`config.mk`:
```
export PLATFORM = sky130hd
export DESIGN_NAME = imem_arbiter
export DESIGN_NICKNAME = d
export VERILOG_FILES = /design/src/rtl/imem_arbiter.sv
export SDC_FILE = /design/constraint.sdc
export NUM_CORES = 1
export LEC_CHECK = 0
export ABC_CLOCK_PERIOD_IN_PS = 1300
export BUFFER_PORTS_ARGS = -buffer_cell sky130_fd_sc_hd__buf_2
export CORE_AREA = 2 2 105 107
export CTS_CLUSTER_SIZE = 20
export DETAILED_ROUTE_END_ITERATION = 6
export DIE_AREA = 0 0 107 109
export PLACE_DENSITY = 0.5
export SETUP_SLACK_MARGIN = 0.15
export SYNTH_ARGS = -nofsm -noshare
export SYNTH_HDL_FRONTEND = slang
export SYNTH_SLANG_ARGS = --single-unit
```
`constraint.sdc`:
```
create_clock -name clk -period 1.3 [get_ports clk]
set_input_delay 0.13 -clock clk [delete_from_list [all_inputs] [get_ports clk]]
set_output_delay 0.13 -clock clk [all_outputs]
set_load 0.01 [all_outputs]
```
`src/rtl/imem_arbiter.sv`:
```
// Arbitrates the single-port instruction memory between fetch (fixed priority) and the loader/debug port,
// with a starvation counter forcing a loader slot. Optional statistics counters under IMEM_ARBITER_STATS_EN.
module imem_arbiter #(
  parameter int ADDR_WIDTH   = 32,
  parameter int DATA_WIDTH   = 32,
  parameter int STARVE_LIMIT = 4
) (
  input  logic                  clk,
  input  logic                  rst,
  input  logic                  fetch_req_i,
  input  logic [ADDR_WIDTH-1:0] fetch_addr_i,
  output logic                  fetch_gnt_o,
  output logic                  fetch_rvalid_o,
  output logic [DATA_WIDTH-1:0] fetch_rdata_o,
  output logic                  stall_c_o,
  input  logic                  ld_req_i,
  input  logic                  ld_we_i,
  input  logic [ADDR_WIDTH-1:0] ld_addr_i,
  input  logic [DATA_WIDTH-1:0] ld_wdata_i,
  output logic                  ld_gnt_o,
  output logic                  ld_rvalid_o,
  output logic [DATA_WIDTH-1:0] ld_rdata_o,
  output logic                  mem_ren_o,
  output logic                  mem_wen_o,
  output logic [ADDR_WIDTH-1:0] mem_addr_o,
  output logic [DATA_WIDTH-1:0] mem_wdata_o,
  input  logic [DATA_WIDTH-1:0] mem_rdata_i
`ifdef IMEM_ARBITER_STATS_EN
  ,
  output logic [31:0]           stat_fetch_gnt_o,
  output logic [31:0]           stat_ld_gnt_o,
  output logic [31:0]           stat_stall_o
`endif
);

  typedef enum logic {S_NORM = 1'b0, S_FORCE = 1'b1} state_t;

  localparam logic [3:0] LIMIT = 4'(STARVE_LIMIT);

  state_t     r_state;
  state_t     w_state_nxt;
  logic [3:0] r_starve_cnt;
  logic [3:0] w_cnt_nxt;
  logic       r_fetch_own_p1;
  logic       r_ld_own_p1;
  logic       w_fetch_gnt;
  logic       w_ld_gnt;

  function automatic logic [3:0] sat_inc(input logic [3:0] v);
    return (v == 4'hF) ? v : v + 4'd1;
  endfunction

  // In S_FORCE a present loader request pre-empts fetch; an idle loader leaves the slot to fetch.
  always_comb begin
    w_fetch_gnt = 1'b0;
    w_ld_gnt    = 1'b0;
    if (!rst) begin
      if (r_state == S_FORCE && ld_req_i) begin
        w_ld_gnt = 1'b1;
      end else if (fetch_req_i) begin
        w_fetch_gnt = 1'b1;
      end else if (ld_req_i) begin
        w_ld_gnt = 1'b1;
      end
    end
  end

  assign fetch_gnt_o = w_fetch_gnt;
  assign ld_gnt_o    = w_ld_gnt;
  assign stall_c_o   = ~rst & fetch_req_i & ~w_fetch_gnt;

  always_comb begin
    mem_ren_o   = 1'b0;
    mem_wen_o   = 1'b0;
    mem_addr_o  = fetch_addr_i;
    mem_wdata_o = '0;
    if (w_fetch_gnt) begin
      mem_ren_o = 1'b1;
    end else if (w_ld_gnt) begin
      mem_addr_o  = ld_addr_i;
      mem_wdata_o = ld_wdata_i;
      mem_wen_o   = ld_we_i;
      mem_ren_o   = ~ld_we_i;
    end
  end

  assign w_cnt_nxt = (ld_req_i && !w_ld_gnt) ? sat_inc(r_starve_cnt) : 4'd0;

  // Counter and state update on the same edge, so the loader wins the cycle the count hits the limit.
  always_comb begin
    w_state_nxt = r_state;
    case (r_state)
      S_NORM:  if (w_cnt_nxt >= LIMIT) w_state_nxt = S_FORCE;
      S_FORCE: w_state_nxt = S_NORM;
      default: w_state_nxt = S_NORM;
    endcase
  end

  always_ff @(posedge clk) begin
    if (rst) begin
      r_state      <= S_NORM;
      r_starve_cnt <= 4'd0;
    end else begin
      r_state      <= w_state_nxt;
      r_starve_cnt <= w_cnt_nxt;
    end
  end

  // Stage p1: memory returns read data one cycle after the grant.
  always_ff @(posedge clk) begin
    if (rst) begin
      r_fetch_own_p1 <= 1'b0;
      r_ld_own_p1    <= 1'b0;
    end else begin
      r_fetch_own_p1 <= w_fetch_gnt;
      r_ld_own_p1    <= w_ld_gnt & ~ld_we_i;
    end
  end

  assign fetch_rvalid_o = r_fetch_own_p1;
  assign ld_rvalid_o    = r_ld_own_p1;
  assign fetch_rdata_o  = mem_rdata_i;
  assign ld_rdata_o     = mem_rdata_i;

`ifdef IMEM_ARBITER_STATS_EN
  logic [31:0] r_stat_fetch;
  logic [31:0] r_stat_ld;
  logic [31:0] r_stat_stall;

  always_ff @(posedge clk) begin
    if (rst) begin
      r_stat_fetch <= '0;
      r_stat_ld    <= '0;
      r_stat_stall <= '0;
    end else begin
      r_stat_fetch <= r_stat_fetch + {31'd0, w_fetch_gnt};
      r_stat_ld    <= r_stat_ld + {31'd0, w_ld_gnt};
      r_stat_stall <= r_stat_stall + {31'd0, stall_c_o};
    end
  end

  assign stat_fetch_gnt_o = r_stat_fetch;
  assign stat_ld_gnt_o    = r_stat_ld;
  assign stat_stall_o     = r_stat_stall;
`endif

endmodule

```
Yosys cells after proc, flatten, opt, wreduce, memory -nomap -nowiden
Index checks and enable logic that the tools add are counted.

cells by class
  add/subtract/negate cells = 1
  magnitude comparators = 1
  equal/unequal tests = 1
  muxes and demuxes = 19
  bitwise operators = 7
  reductions and logical operators = 3

operator list
  kind                                                                number
  two-way mux 32 bit                                                  4
  two-way mux 1 bit                                                   12
  two-way mux 4 bit                                                   2
  adder 4 x 1 -> 4 bit (second input constant)                        1
  == test 4 bit (second input constant)                               1
  greater-or-equal comparator 4 x 3 -> 1 bit (second input constant)  1
  NOT 1 bit                                                           4
  AND 1 bit                                                           3
  logical AND 1 bit                                                   2
  one-hot mux 1 bit (2 select lines)                                  1
  logical NOT 1 bit                                                   1

storage, ports and cells
  register bits after elaboration = 7
  input port bits = 133
  output and inout port bits = 135
  logic and storage cells = 36

Depth between registers and ports, before layout
Gate-level depths: netlist of the first run.

  depth in word-level cells = 10
  gate-level depth with buffers = 5
  depth with buffers taken out = 4

Worst setup path after synthesis of the first run
OpenSTA, ideal clock, no wires.

  path kind = register to output
  from = register r_state
  to = output port mem_addr_o[0]
  arrival = 1.134 ns
  slack = 0.036 ns
  stages on the path, launching flop included = 5
  path buffers = 1
  cells stage by stage = dfxtp_1 > nand2b_2 > nand3b_4 > buf_6 > mux2_4

on the way
  word-level cells in the longest chain between the ends = 5
  elaborated cells on any way between the ends = 7
  classes of those cells = mux (6); reduce/logical (1)

RTL lines
  element                   line  text
  start: declaration        40    state_t r_state;
  start signal: assignment  104   r_state <= w_state_nxt;
  logical AND 1 bit (*)     58    if (r_state == S_FORCE && ld_req_i) begin
  two-way mux 1 bit         58
  two-way mux 1 bit         57    if (!rst) begin
  two-way mux 32 bit        79    end else if (w_ld_gnt) begin
  two-way mux 32 bit (*)    77    if (w_fetch_gnt) begin
  end: declaration          25    output logic [ADDR_WIDTH-1:0] mem_addr_o,

Mark *: on every way between the ends. The rest lies on a longest branch, timed or not.

Worst setup path after layout of the first run
  from = register r_state
  to = output port mem_addr_o[21]

Same word-level chain as after synthesis.

==> flow_metrics.env, run 1 <==
export IMPL_m1WireLength_um=1800
export IMPL_arrival_ns=1.45
export IMPL_drv_slew=0
export IMPL_critPathKind="reg2out"
export IMPL_cp_cell_sequence="nand2b_4 > nand3b_4 > buf_4 > mux2_4 > buf_2"
export IMPL_die_area_um2=11700
export IMPL_grt_total_usage=0.0733
export IMPL_post_drt_wl_per_cell_um=12.1
export IMPL_fmaxAchievable_mhz=632
export IMPL_vdd_drop_max_mv=0.243
export IMPL_setup_viol=67
export IMPL_core_area_um2=10600
export IMPL_synth_cells=170
export IMPL_drive_gt1_frac=0.799
export IMPL_die_h_um=109
export IMPL_yosys_warnings=0
export IMPL_fin_ws_ns=-0.281
export IMPL_holdBufCountCts=0
export IMPL_drt_initial_drc_count=28
export IMPL_fp_dieW_um=107
export IMPL_maxCapViolations=0
export IMPL_crit_path_end_kind="output pin"
export IMPL_cts_max_level=1
export IMPL_fin_nets=419
export IMPL_rsz0062_at_grt="yes"
export IMPL_hold_class="in2reg"
export IMPL_antenna_found_initial=0
export IMPL_cts_tree="built"
export IMPL_final_cells=424
export IMPL_first_pass_iters=4
export IMPL_clk_pin_slew_ns=0.04
export IMPL_syn_area_um2=1520
export IMPL_area_growth_pct=58.4
export IMPL_start_kind="register"
export IMPL_gp_congestion=0.663
export IMPL_highest_layer="met4"
export IMPL_wl_met3_um=623
export IMPL_placed_cells=417
export IMPL_final_common_cell="buf_2"
export IMPL_setup_tns_ns=-15.87
export IMPL_root_buffer="clkbuf_8"
export IMPL_cpMaxStageDelayCell="dfxtp_2"
export IMPL_power_density_nw_per_um2=475
export IMPL_hpwl_um=4230
export IMPL_timing_final_crit_share=1.22
export IMPL_viasPerCell=3.55
export IMPL_grt_pass1_vias=1302
export IMPL_tightest_slew_ns=0.202
export IMPL_hold_violations=0
export IMPL_cts_sink_count=7
export IMPL_initial_core_util=0.143
export IMPL_crit_fanout=9
export IMPL_mostFrequentLayoutCells="buf_2 (147), mux2_4 (32), and2_1 (30), buf_6 (24), nor2_1 (7)"
export IMPL_clock_path_buffers=2
export IMPL_cp_top_family="buffers and inverters"
export IMPL_wirelength_um=5130
export IMPL_met2_wirelength_um=2660
export IMPL_crit_required_ns=1.17
export IMPL_synth_net_count=304
export IMPL_p_leak_nw=1.40
export IMPL_gr_total_overflow=0
export IMPL_grt_pass1_wl_um=6570
export IMPL_max_stage_delay_ns=0.31
export IMPL_route_detailed_drc=0
export IMPL_crit_buf_inv=2
export IMPL_clk_latency_ns=0.23
export IMPL_grt_start_max_net_pins=21
export IMPL_io_pins=268
export IMPL_ant_nets=0
export IMPL_synth_distinct_cells=24
export IMPL_place_area_um2=2100
export IMPL_ys_seq_elements=7
export IMPL_relSlewSlack=0.865
export IMPL_cts_made_buffers=3
export IMPL_num_rows=38
export IMPL_syn_area_per_cell_um2=8.94
export IMPL_num_vias=1507
export IMPL_ys_seq_area_frac=0.0922
export IMPL_fin_worst_skew_ns=0.000179
export IMPL_final_design_area_no_fill_um2=2410
export IMPL_num_antenna_cells=0
export IMPL_status="finished with violations"
export IMPL_io_buffers=171
export IMPL_fin_crit_ns=1.58
export IMPL_violations="negative setup slack"
export IMPL_power_mw=1.14
==> where the power goes <==
part	total, mW	switching (mW)	internal [mW]	leakage, nW
Combinational	0.615	0.229	0.386	1.32
Sequential	0.222	0.00169	0.220	0.0574
Clock	0.309	0.0963	0.212	0.0228
Total	1.14	0.327	0.818	1.40
==> cell families after synthesis <==
| logic type | Yosys count | synth area share |
|---|---|---|
| adder cells (fa/ha/maj) | 1 | 0.00823 |
| AO/OA/AOI/OAI | 7 | 0.0288 |
| multiplexers | 33 | 0.313 |
| AND/OR/NAND/NOR | 49 | 0.199 |
| buffers and inverters | 72 | 0.353 |
| flip-flops | 7 | 0.0922 |
| XOR/XNOR | 1 | 0.00576 |
==> timing repair <==
action | CTS | global route
cloned | 1 | 1
gates resized for setup | 26 | 14
setup buffers | 1 | 0
pin swaps | 0 | 2
endpoints found under the setup margin | 69 | 70
==> synthesized netlist by cell type <==
cell type,count,area (um^2)
nand2b_1,1,6.26
nand2b_2,1,8.76
nor2_1,7,26.3
o21bai_1,2,15.0
buf_2,1,5.00
mux2_2,4,45.0
nand3_1,1,5.00
and2_1,34,213
dfxtp_1,7,140
ha_1,1,12.5
inv_1,1,3.75
inv_2,1,3.75
xnor2_1,1,8.76
buf_6,3,33.8
mux2_4,28,420
mux2i_1,1,10.0
nand2_1,2,7.51
or3b_4,1,11.3
a21oi_1,4,20.0
nand3b_4,1,20.0
clkbuf_2,2,10.0
buf_4,64,480
nor3_1,1,5.00
a311oi_1,1,8.76
==> through the flow <==
stage	utilization	worst slack, ns	hold slack, ns
final	0.227	-0.281	0.107
after global routing	0.227	-0.365	0.111
after CTS	0.218	-0.310	0.110
after detailed placement	0.198	-0.0626	0.260
after global placement	0.198	-0.0451	0.260
after floorplan	-	0.0704	0.202
==> final timing paths <==
check,from,to,slack [ns],cells after the start
min,ld_we_i,ld_rvalid_o,0.11,2
max,r_state,mem_addr_o[21],-0.28,5
min reg2reg,r_starve_cnt[3],r_state,0.50,2
max reg2reg,r_state,r_starve_cnt[3],0.17,3
==> layer usage <==
layer / up-vias / global-route usage
met5: - / 0
met4: 0 / 0.0186
met3: 15 / 0.0317
met2: 112 / 0.136
met1: 663 / 0.0756
li1: 717 / -
==> layout make-up <==
cell class	count	area [um^2]
tap	140	175
inverter	2	15.0
sequential	7	141
timing repair buffer	180	1140
clock buffer	4	45.0
multi-input combinational	91	896
fill	1179	8190
==> flip-flops by register name, indices dropped and copies added, names as in the netlist <==
name / count
fetch_rvalid_o: 1
ld_rvalid_o: 1
r_starve_cnt: 4
r_state: 1
==> worst register-to-register path, delay by kind of cell (launching register included) <==
kind,cells,cell delay [ns]
flops,1,0.31
buf+inv,1,0.14
compound gates,1,0.18
simple gates,1,0.41
Note: power is estimated with default switching activity, not from simulation.
==> run 2: changes to the inputs <==
SKIP_LAST_GASP = 1   (was default)
==> run 2 against run 1 <==
  * The run still ends with negative setup slack left
  * Combinational power up 2%
  * Design area increased by 8.8%
  * Sequential cell count unchanged
  * Clock power barely moved
  * Hold slack gained 0.00077 ns
  * Non-clock buffer count rose by 4
  * First-iteration DRC count fell by 21%
  * Highest routed layer unchanged
  * Fmax shrank 1.2%
  * Clock skew hardly changed
==> flow_metrics.env, run 2 (same netlist as run 1, synthesis figures left out) <==
export IMPL_io_buffers=171
export IMPL_die_area_um2=11700
export IMPL_fp_dieW_um=107
export IMPL_cts_tree="built"
export IMPL_hold_class="in2reg"
export IMPL_clk_pin_slew_ns=0.04
export IMPL_worstHoldStart="ld_we_i"
export IMPL_gr_total_overflow=0
export IMPL_startpoint="r_state"
export IMPL_route_detailed_drc=0
export IMPL_power_density_nw_per_um2=443
export IMPL_ant_nets=0
export IMPL_first_pass_iters=3
export IMPL_maxCapViolations=0
export IMPL_grtUsageMet1=0.0749
export IMPL_reg2reg_from="r_state"
export IMPL_rsz0062_at_grt="yes"
export IMPL_fin_crit_ns=1.60
export IMPL_final_cells=428
export IMPL_p_leak_nw=1.45
export IMPL_grt_pass1_wl_um=6440
export IMPL_cts_max_level=1
export IMPL_grt_start_max_net_pins=21
export IMPL_crit_fanout=8
export IMPL_dp_worst_setup_slack_ns=-0.0626
export IMPL_fin_ws_ns=-0.300
export IMPL_initial_core_util=0.143
export IMPL_start_kind="register"
export IMPL_top_usage_layer="met2"
export IMPL_cts_made_buffers=3
export IMPL_placed_cells=417
export IMPL_hpwl_um=4230
export IMPL_critPathKind="reg2out"
export IMPL_gp_congestion=0.663
export IMPL_timing_final_crit_share=1.23
export IMPL_final_core_util=0.247
export IMPL_drive_gt1_frac=0.903
export IMPL_drt_initial_drc_count=22
export IMPL_tightest_slew_ns=0.190
export IMPL_hold_violations=0
export IMPL_largest_reg_flops=4
export IMPL_crit_required_ns=1.17
export IMPL_use_met3=0.0317
export IMPL_violations="negative setup slack"
export IMPL_grt_util_met2=0.133
export IMPL_core_area_um2=10600
export IMPL_arrival_ns=1.47
export IMPL_clock_path_buffers=2
export IMPL_final_common_cell="buf_2"
export IMPL_antenna_found_initial=0
export IMPL_io_pins=268
export IMPL_grt_total_usage=0.0721
export IMPL_drv_slew=0
export IMPL_fin_nets=423
export IMPL_top_register="r_starve_cnt"
export IMPL_setup_viol=67
export IMPL_fmaxAchievable_mhz=625
export IMPL_vdd_drop_max_mv=0.244
export IMPL_root_buffer="clkbuf_8"
export IMPL_relSlewSlack=0.873
export IMPL_num_vias=1537
export IMPL_final_design_area_no_fill_um2=2620
export IMPL_status="finished with violations"
export IMPL_wirelength_um=5480
export IMPL_area_growth_pct=72.3
export IMPL_num_rows=38
export IMPL_die_h_um=109
export IMPL_viasPerCell=3.59
export IMPL_num_antenna_cells=0
export IMPL_clk_latency_ns=0.23
export IMPL_crit_path_end_kind="output pin"
export IMPL_mostFrequentLayoutCells="buf_2 (137), buf_6 (37), and2_4 (33), mux2_4 (28), nor2_1 (7)"
export IMPL_fin_worst_skew_ns=0.000182
export IMPL_grt_pass1_vias=1270
export IMPL_post_drt_wl_per_cell_um=12.8
export IMPL_cts_sink_count=7
export IMPL_place_area_um2=2100
==> run 2: cell types whose count changed in the layout (fill, tap and decap cells not counted), moves of 2 or more <==
cell | previous run | this run
and2_1 | 30 | 1
and2_4 | 4 | 33
buf_6 | 24 | 37
buf_2 | 147 | 137
mux2_2 | 0 | 4
mux2_4 | 32 | 28
clkbuf_16 | 1 | 4
buf_4 | 5 | 3
==> run 2: area by class of cell <==
cell class / instances / area [um^2]
Tap cell: 140 / 175
Timing Repair Buffer: 184 / 1290
Clock buffer: 4 / 45.0
Multi-Input combinational cell: 91 / 946
Fill cell: 1167 / 7980
Inverter: 2 / 20.0
Sequential cell: 7 / 141
==> run 2: routing by layer <==
metal	routed length, um	vias up
li1	-	726
met1	1900	684
met2	2900	112
met3	626	15
met4	53	0
met5	0	-
==> run 2: timing repair <==
item                                   in CTS  in global routing
hold buffers                                0                  0
endpoints found under the hold margin       0                  0
pin swaps                                   0                 19
buffers inserted                            1                  1
gates cloned                                1                  4
setup endpoints to repair                  69                 70
resized for setup                           5                 75
==> run 2: worst max-delay path, stage by stage (launching register included) <==
cell and delay (ns):
dfxtp_2 0.31, nand2b_4 0.13, nand3b_4 0.14, buf_6 0.14
clkinv_8 0.08, clkbuf_16 0.17, and2_4 0.15, buf_6 0.12
==> run 2: where the power goes <==
group | total, mW | switching [mW] | internal, mW
logic | 0.630 | 0.235 | 0.394
registers | 0.222 | 0.00169 | 0.220
clock network | 0.309 | 0.0964 | 0.212
==> run 2: worst paths after layout <==
path                                   endpoint  slack, ns  cells after the start
worst max-delay path             mem_wdata_o[2]      -0.30                      7
worst min-delay path                ld_rvalid_o       0.11                      2
worst max register to register  r_starve_cnt[3]       0.18                      3
worst min register to register          r_state       0.50                      2
==> run 2: stage by stage <==
| step | power, mW | hold slack, ns | setup TNS, ns |
|---|---|---|---|
| 3_5_place_dp | 0.748 | 0.260 | -1.08 |
| 6_report | 1.16 | 0.108 | -17.75 |
| 5_1_grt | 1.24 | 0.111 | -22.50 |
| 4_1_cts | 1.08 | 0.110 | -17.40 |
| 2_1_floorplan | 0.677 | 0.202 | 0 |
| 3_3_place_gp | 0.740 | 0.260 | -0.622 |
==> run 3: changes to the inputs <==
TNS_END_PERCENT = 30   (was default)
==> run 3 against run 2 <==
  * The run still ends with negative setup slack left
  * Count of clock-buffer cells in the layout did not move
  * Power fell by 9.4%
  * Setup slack improved by 0.028 ns
==> flow_metrics.env, run 3 (same netlist as run 1, synthesis figures left out) <==
export IMPL_io_pins=268
export IMPL_vdd_drop_max_mv=0.392
export IMPL_clk_pin_slew_ns=0.04
export IMPL_worstHoldStart="ld_we_i"
export IMPL_violations="negative setup slack"
export IMPL_arrival_ns=1.44
export IMPL_gp_congestion=0.684
export IMPL_fmaxAchievable_mhz=636
export IMPL_top_register="r_starve_cnt"
export IMPL_cts_tree="built"
export IMPL_fin_worst_skew_ns=0.000897
export IMPL_fin_ws_ns=-0.273
export IMPL_power_mw=1.05
export IMPL_ant_nets=0
export IMPL_power_density_nw_per_um2=479
export IMPL_setup_viol=67
export IMPL_timing_rr_end="r_starve_cnt[3]"
export IMPL_timing_final_crit_share=1.21
export IMPL_initial_core_util=0.143
export IMPL_viasPerCell=3.46
export IMPL_num_antenna_cells=0
export IMPL_multi_input_area_um2=848
export IMPL_status="finished with violations"
export IMPL_final_core_util=0.207
export IMPL_hold_violations=0
export IMPL_crit_fanout=16
export IMPL_grt_pass1_wl_um=5830
export IMPL_reg2reg_from="r_state"
export IMPL_root_buffer="clkbuf_8"
export IMPL_grt_total_usage=0.0620
export IMPL_gr_total_overflow=0
export IMPL_cts_max_level=1
export IMPL_rsz0062_at_grt="yes"
export IMPL_largest_reg_flops=4
export IMPL_mostFrequentLayoutCells="buf_2 (171), and2_1 (34), mux2_4 (28), nor2_1 (7), dfxtp_1 (6)"
export IMPL_antenna_found_initial=0
export IMPL_grt_start_max_net_pins=24
export IMPL_start_kind="register"
export IMPL_crit_required_ns=1.17
export IMPL_tightest_slew_ns=0.184
export IMPL_hold_class="in2reg"
export IMPL_worstHoldPathCells=2
export IMPL_r2r_cells=3
export IMPL_num_vias=1468
export IMPL_drt_initial_drc_count=64
export IMPL_clock_path_buffers=2
export IMPL_relSlewSlack=0.876
export IMPL_dp_worst_setup_slack_ns=-0.0405
export IMPL_setup_tns_ns=-15.82
export IMPL_core_area_um2=10600
export IMPL_drive_gt1_frac=0.775
export IMPL_fin_crit_ns=1.57
export IMPL_fill_cells=1168
export IMPL_drv_slew=0
export IMPL_io_buffers=171
export IMPL_grt_pass1_vias=1266
export IMPL_route_detailed_drc=0
export IMPL_hpwl_um=3910
export IMPL_p_leak_nw=1.32
export IMPL_critPathKind="reg2out"
export IMPL_crit_path_end_kind="output pin"
export IMPL_maxCapViolations=0
export IMPL_area_growth_pct=44.2
export IMPL_die_h_um=109
export IMPL_num_rows=38
export IMPL_wirelength_um=4500
export IMPL_clk_latency_ns=0.22
export IMPL_cts_sink_count=7
export IMPL_post_drt_wl_per_cell_um=10.6
export IMPL_final_common_cell="buf_2"
export IMPL_die_area_um2=11700
export IMPL_fin_nets=419
export IMPL_whs_ns=0.110
export IMPL_fp_dieW_um=107
export IMPL_whs_endpoint="ld_rvalid_o"
export IMPL_rrSetupSlack_ns=0.15
export IMPL_first_pass_iters=4
export IMPL_cts_made_buffers=3
export IMPL_seqCellArea_um2=141
run 3: changes by cell type in the layout (fill, tap and decap cells not counted), moves of 2 or more:
cell       before  now
buf_4           3    5
and2_1          1   34
and2_4         33    0
buf_6          37    1
buf_2         137  171
clkbuf_16       4    1
run 3: where the power goes:
group | switching [mW] | leakage, nW | internal [mW]
registers | 0.00180 | 0.0574 | 0.220
logic | 0.204 | 1.24 | 0.318
clock network | 0.0947 | 0.0228 | 0.212
run 3: timing repair:
| item | in CTS | in global routing |
|---|---|---|
| resized for setup | 2 | 1 |
| cloned | 0 | 1 |
| setup buffers | 0 | 0 |
| hold buffers | 0 | 0 |
| setup endpoints to repair | 69 | 72 |
run 3: final cells by class:
| class | count | area share |
|---|---|---|
| clock buffers | 4 | 0.0205 |
| repair buffers | 180 | 0.442 |
| multi-input cells | 91 | 0.387 |
| flip-flops and latches | 7 | 0.0645 |
| well taps | 140 | 0.0799 |
| inverters | 2 | 0.00571 |
run 3: layer usage:
metal / global-route usage / vias up / wire (um)
met3: 0.0227 / 8 / 588
met2: 0.114 / 118 / 2290
met4: 0.0148 / 0 / 57
li1: - / 716 / -
met5: 0 / - / 0
met1: 0.0677 / 626 / 1570
run 3: critical path, stage by stage, from the launching register on:
cell      delay (ns)
dfxtp_2         0.31
nand2b_4        0.14
nand3b_4        0.12
buf_12          0.18
mux2_2          0.34
buf_2           0.14
run 3: worst max-delay path by stage:
| stage | startpoint | endpoint | slack, ns | depth (start not counted) |
|---|---|---|---|---|
| 2_1_floorplan | r_state | mem_addr_o[0] | 0.07 | 4 |
| 3_3_place_gp | r_state | mem_addr_o[24] | -0.03 | 5 |
| 3_5_place_dp | r_state | mem_addr_o[27] | -0.04 | 5 |
| 4_1_cts | r_state | mem_addr_o[27] | -0.29 | 5 |
| 5_1_grt | r_state | mem_addr_o[23] | -0.33 | 5 |
| 6_report | r_state | mem_addr_o[24] | -0.27 | 5 |
run 3: through the flow:
step / cells / area [um^2]
floorplan: 170 / 1540
global placement: 419 / 2110
detailed placement: 419 / 2110
CTS: 423 / 2160
global route: 424 / 2190
finish: 424 / 2190
